<file path="src/rtl/dmem_seq_arb.sv">
// dmem_seq_arb: round-robin arbiter + word-to-byte sequencer for the
// 128 x 8 data memory. Two requesters (CPU MEM stage, debug/loader) share
// one byte port; each 32-bit access becomes four big-endian byte beats.
module dmem_seq_arb #(
    parameter int MEM_BYTES = 128,
    parameter int ADDR_W    = $clog2(MEM_BYTES)
) (
    input  logic              clk_i,
    input  logic              rst_i,
    // CPU port
    input  logic              cpu_req_i,
    input  logic              cpu_we_i,
    input  logic [31:0]       cpu_addr_i,
    input  logic [31:0]       cpu_wdata_i,
    output logic [31:0]       cpu_rdata_o,
    output logic              cpu_ack_o,
    output logic              cpu_err_o,
    output logic              cpu_stall_o,
    // debug / loader port
    input  logic              dbg_req_i,
    input  logic              dbg_we_i,
    input  logic [31:0]       dbg_addr_i,
    input  logic [31:0]       dbg_wdata_i,
    output logic [31:0]       dbg_rdata_o,
    output logic              dbg_ack_o,
    output logic              dbg_err_o,
    // byte memory
    output logic              mem_en_o,
    output logic              mem_we_o,
    output logic [ADDR_W-1:0] mem_addr_o,
    output logic [7:0]        mem_wdata_o,
    input  logic [7:0]        mem_rdata_i
);

    typedef enum logic [1:0] {IDLE, XFER, DONE} state_t;

    state_t              state, state_nx;
    logic [1:0]          beat;
    logic                own_dbg;     // owner of the transfer in flight
    logic                pref_dbg;    // debug wins the next tie
    logic                we_q;
    logic [ADDR_W-3:0]   addr_q;      // word index; upper address bits dropped
    logic [31:0]         wdata_q;
    logic [23:0]         rbuf;        // bytes from beats 0..2
    logic [31:0]         cpu_rdata_q, dbg_rdata_q;
    logic                cpu_err_q, dbg_err_q;

    logic                any_req, win_dbg, win_we, win_mis;
    logic [31:0]         win_addr, win_wdata, rd_word;
    logic                unused_addr_hi;

    // Arbitration: a lone requester wins; on a tie the port not granted last wins.
    assign any_req   = cpu_req_i | dbg_req_i;
    assign win_dbg   = dbg_req_i & (~cpu_req_i | pref_dbg);
    assign win_we    = win_dbg ? dbg_we_i    : cpu_we_i;
    assign win_addr  = win_dbg ? dbg_addr_i  : cpu_addr_i;
    assign win_wdata = win_dbg ? dbg_wdata_i : cpu_wdata_i;
    assign win_mis   = (win_addr[1:0] != 2'b00);
    assign unused_addr_hi = ^win_addr[31:ADDR_W];

    // Final beat byte arrives combinationally; writes return zero data.
    assign rd_word = we_q ? 32'h0 : {rbuf, mem_rdata_i};

    assign cpu_rdata_o = cpu_rdata_q;
    assign cpu_err_o   = cpu_err_q;
    assign dbg_rdata_o = dbg_rdata_q;
    assign dbg_err_o   = dbg_err_q;

    // Freeze the pipeline while the CPU waits; released in its ack cycle.
    assign cpu_stall_o = cpu_req_i & ~cpu_ack_o & ~rst_i;

    // State register.
    always_ff @(posedge clk_i or posedge rst_i) begin
        if (rst_i) state <= IDLE;
        else       state <= state_nx;
    end

    // Next state and memory/ack strobes.
    always_comb begin
        state_nx    = state;
        mem_en_o    = 1'b0;
        mem_we_o    = 1'b0;
        mem_addr_o  = '0;
        mem_wdata_o = 8'h00;
        cpu_ack_o   = 1'b0;
        dbg_ack_o   = 1'b0;
        case (state)
            IDLE: begin
                if (any_req) state_nx = win_mis ? DONE : XFER;
            end
            XFER: begin
                mem_en_o   = 1'b1;
                mem_we_o   = we_q;
                mem_addr_o = {addr_q, beat};
                if (we_q) mem_wdata_o = wdata_q[{~beat, 3'b000} +: 8];
                if (beat == 2'd3) state_nx = DONE;
            end
            DONE: begin
                cpu_ack_o = ~own_dbg;
                dbg_ack_o = own_dbg;
                state_nx  = IDLE;
            end
            default: state_nx = IDLE;
        endcase
    end

    // Grant latching, beat counting, read assembly and per-port result registers.
    always_ff @(posedge clk_i or posedge rst_i) begin
        if (rst_i) begin
            beat        <= 2'd0;
            own_dbg     <= 1'b0;
            pref_dbg    <= 1'b0;
            we_q        <= 1'b0;
            addr_q      <= '0;
            wdata_q     <= 32'h0;
            rbuf        <= 24'h0;
            cpu_rdata_q <= 32'h0;
            dbg_rdata_q <= 32'h0;
            cpu_err_q   <= 1'b0;
            dbg_err_q   <= 1'b0;
        end else begin
            case (state)
                IDLE: begin
                    if (any_req) begin
                        own_dbg  <= win_dbg;
                        pref_dbg <= ~win_dbg;
                        we_q     <= win_we;
                        addr_q   <= win_addr[ADDR_W-1:2];
                        wdata_q  <= win_wdata;
                        beat     <= 2'd0;
                        rbuf     <= 24'h0;
                        if (win_mis) begin
                            if (win_dbg) begin
                                dbg_rdata_q <= 32'h0;
                                dbg_err_q   <= 1'b1;
                            end else begin
                                cpu_rdata_q <= 32'h0;
                                cpu_err_q   <= 1'b1;
                            end
                        end
                    end
                end
                XFER: begin
                    beat <= beat + 2'd1;
                    if (!we_q) begin
                        case (beat)
                            2'd0:    rbuf[23:16] <= mem_rdata_i;
                            2'd1:    rbuf[15:8]  <= mem_rdata_i;
                            2'd2:    rbuf[7:0]   <= mem_rdata_i;
                            default: ;
                        endcase
                    end
                    if (beat == 2'd3) begin
                        if (own_dbg) begin
                            dbg_rdata_q <= rd_word;
                            dbg_err_q   <= 1'b0;
                        end else begin
                            cpu_rdata_q <= rd_word;
                            cpu_err_q   <= 1'b0;
                        end
                    end
                end
                default: ;
            endcase
        end
    end

endmodule

</file>
<file path="config.mk">
export PLATFORM = sky130hd
export DESIGN_NAME = dmem_seq_arb
export DESIGN_NICKNAME = d
export VERILOG_FILES = /design/src/rtl/dmem_seq_arb.sv
export SDC_FILE = /design/constraint.sdc
export NUM_CORES = 1
export LEC_CHECK = 0
export ABC_AREA = 1
export CAP_MARGIN = 5
export CORE_UTILIZATION = 48
export DETAILED_ROUTE_END_ITERATION = 7
export PLACE_DENSITY = 0.89
export SYNTH_ARGS = -nofsm -noshare
export SYNTH_HDL_FRONTEND = slang
export SYNTH_SLANG_ARGS = --single-unit
</file>
<file path="constraint.sdc">
create_clock -name clk_i -period 10.5 [get_ports clk_i]
set_input_delay 2.1 -clock clk_i [delete_from_list [all_inputs] [get_ports clk_i]]
set_output_delay 2.1 -clock clk_i [all_outputs]
set_load 0.02 [all_outputs]
</file>
==> impl_metrics.toml <==
[run_status]
status = "completed"

[setup_path]
start_kind = "input port"
cp_data_required_time_ns = 8.40
crit_type = "in2out"
crit_end = "cpu_stall_o"
cp_max_fo = 64
end_kind = "output port"
rrSetupSlack_ns = 7.48
worst-r2r-cell-count = 10
cp.arrival_ns = 3.88
r2r-start = "pref_dbg"
startpoint = "rst_i"
r2r_end = "cpu_rdata_o[16]"

[place]
place_congestion = 0.8419
io_buffer_count = 177
dpl.cell_count = 1042
place_hpwl_mm = 11.59
dp_slack_ns = 4.493

[timing]
rsz0062_at_grt = "false"
max_slew_margin_pct = 18.18
fin_crit_sh_pct = 56.94
drv_slew = 0
fin_setup_tns_ns = 0
clock_skew_ns = 0.007672
worst_slew_pin_slew_ns = 1.226
hold_viol_final = 0
finalSetupViolCount = 0
setup_ws_ns = 4.521
min_period_ns = 5.979
max_freq_ghz = 0.1673

[synth]
synth_area_leaders = "dfrtp_1 54%, nand2_1 13%, nand3_1 9.8%"
synth.avg_cell_area_um2 = 8.533
syn_area_mm2 = 0.006255
synth-async-reset-ratio_pct = 100.0
ys_dominant_reg_cell = "dfrtp_1"
synth_top_area_share_pct = 53.61
ys_types = 28
yosys_warnings = 0
synth_edf_count = 0
synthCells = 733
ys_ff_latch = 134
synth_fp_nets = 879
synth-seq-area-share_pct = 53.61
synth_top_area_cell = "dfrtp_1"

[pwr]
power_leakage_nw = 4.042
p_per_area_mw_per_mm2 = 262.8
p_comb_share_pct = 40.7
p_int_mw = 1.299
swShare_pct = 42.24
netSwitchingPower_mw = 0.9504
power_frac_clock_pct = 24.9
p_seq_share_pct = 34.4
max-vdd-ir-drop_mv = 0.1250

[final_layout]
area_growth_pct = 36.87
nets = 1035
fin_util_pct = 67.56
drive_gt1_share_pct = 6.430
fillerInstances = 1005
mostFrequentLayoutCells = "214 x nand2_1, 177 x clkdlybuf4s50_1, 134 x dfrtp_1"
stdcell_count = 1074
antenna_cells = 0
final_common_cell = "nand2_1"

[detailed_routing]
ant_nets = 0
drt-initial-drc-count = 591
num_vias = 5762
routed_wl_mm = 16.99
highest_layer = "met4"
dr_wl_met2_mm = 8.205
met3_length_mm = 1.424
drcViolationCount = 0
wl_per_cell_um = 15.82
wl_met1_mm = 6.801
firstDrtPassIters = 7
via_per_inst = 5.365

[global_routing]
grt_overflow_total = 0
grt_usage_pct = 27.17
first_global_vias = 5590
grt_pass1_wl_mm = 27.62
grt_max_degree = 73
antenna_found_initial = 0

[min_path]
hp-class = "reg2reg"

[clocking]
clk_pin_slew_ns = 0.06
ctsHoldBuffers = 0
cts_sinks = 134
post-cts-setup-buffer-count = 0
cts-resized-gates = 0
cts_tree = "done"
htreeDepth = 4
clock_path_buffers = 2
cts_root_buf = "clkbuf_16"
insertion_delay_ns = 0.41
cts-buffers-inserted = 17

[run]
maxCapViolations = 0

[floorplan]
core_area_mm2 = 0.01267
dieArea_mm2 = 0.01349
io_pins = 228
core.rowCount = 41
initial_core_util_pct = 49.36
die_width_um = 116.2
die_height_um = 116.2
power groups by stage:
stage               clock network, mW  registers [mW]  logic, mW
finish                          0.561           0.773      0.915
global route                    0.589           0.789       1.02
CTS                             0.565           0.772      0.916
detailed placement                  0           0.781      0.912
global placement                    0           0.774      0.891
floorplan                           0           0.793      0.625
synthesized netlist by cell type (7+ instances only):
cell type	number
nand3_1	123
buf_6	7
nor2_1	35
a21oi_1	19
buf_2	17
nand2_1	214
o21ai_0	10
o211ai_1	29
inv_1	69
dfrtp_1	134
buf_4	10
o22ai_1	24
clkbuf_1	10
routing by layer:
| layer | vias to the layer above | GRT usage, % |
|---|---|---|
| met1 | 2737 | 33.74 |
| met3 | 43 | 7.732 |
| met5 | - | 0 |
| met4 | 0 | 11.71 |
| li1 | 2705 | - |
| met2 | 277 | 44.56 |
state kept, by name (all words and copies together) (netlist names), 2 cells and up:
register,cells
addr_q,5
beat,2
cpu_rdata_o,32
dbg_rdata_o,32
rbuf,24
state,2
wdata_q,32
kinds of logic (layout without fill, tap and decap cells):
logic type                 after synthesis  after routing  share of synthesized area [%]
and+or+nand+nor                        392            392                          28.27
DFF                                    134            134                          53.61
buffers and inverters                  118            287                          8.862
AOI/OAI and AO/OA                       85             85                          8.462
adders and majority gates                4              4                         0.8002
through the flow:
| step | power, mW | hold slack [ns] | cell area, µm² |
|---|---|---|---|
| floorplan | 1.418 | 0.4600 | 6255 |
| global placement | 1.665 | 0.4545 | 8000 |
| detailed placement | 1.693 | 0.4579 | 8000 |
| CTS | 2.253 | 0.4732 | 8561 |
| global route | 2.395 | 0.4847 | 8561 |
| finish | 2.250 | 0.4684 | 8561 |
worst max-delay path: stages:
cell             delay (ns)
clkdlybuf4s50_1        0.47
inv_6                  0.45
nand3b_1               0.15
inv_1                  0.08
clkdlybuf4s50_1        0.60
cell type report:
type / count / area [µm²] / area share [%]
inverters: 74 / 282.8 / 3.303
clock buffers: 17 / 425.4 / 4.969
well taps: 172 / 215.2 / 2.514
repair buffers: 181 / 1802 / 21.05
flip-flops and latches: 134 / 3353 / 39.17
multi-input cells: 481 / 2347 / 27.42
clock inverters: 15 / 135.1 / 1.578
worst min path at each step:
stage / slack [ns] / startpoint / to / cells past startpoint
2_1_floorplan: 0.46 / wdata_q[23] / wdata_q[23] / 2
3_3_place_gp: 0.45 / dbg_rdata_o[29] / dbg_rdata_o[29] / 2
3_5_place_dp: 0.46 / dbg_rdata_o[8] / dbg_rdata_o[8] / 2
4_1_cts: 0.47 / dbg_rdata_o[8] / dbg_rdata_o[8] / 2
5_1_grt: 0.48 / dbg_rdata_o[7] / dbg_rdata_o[7] / 2
6_report: 0.47 / dbg_rdata_o[10] / dbg_rdata_o[10] / 2
Power figures use the tool's default switching activity.
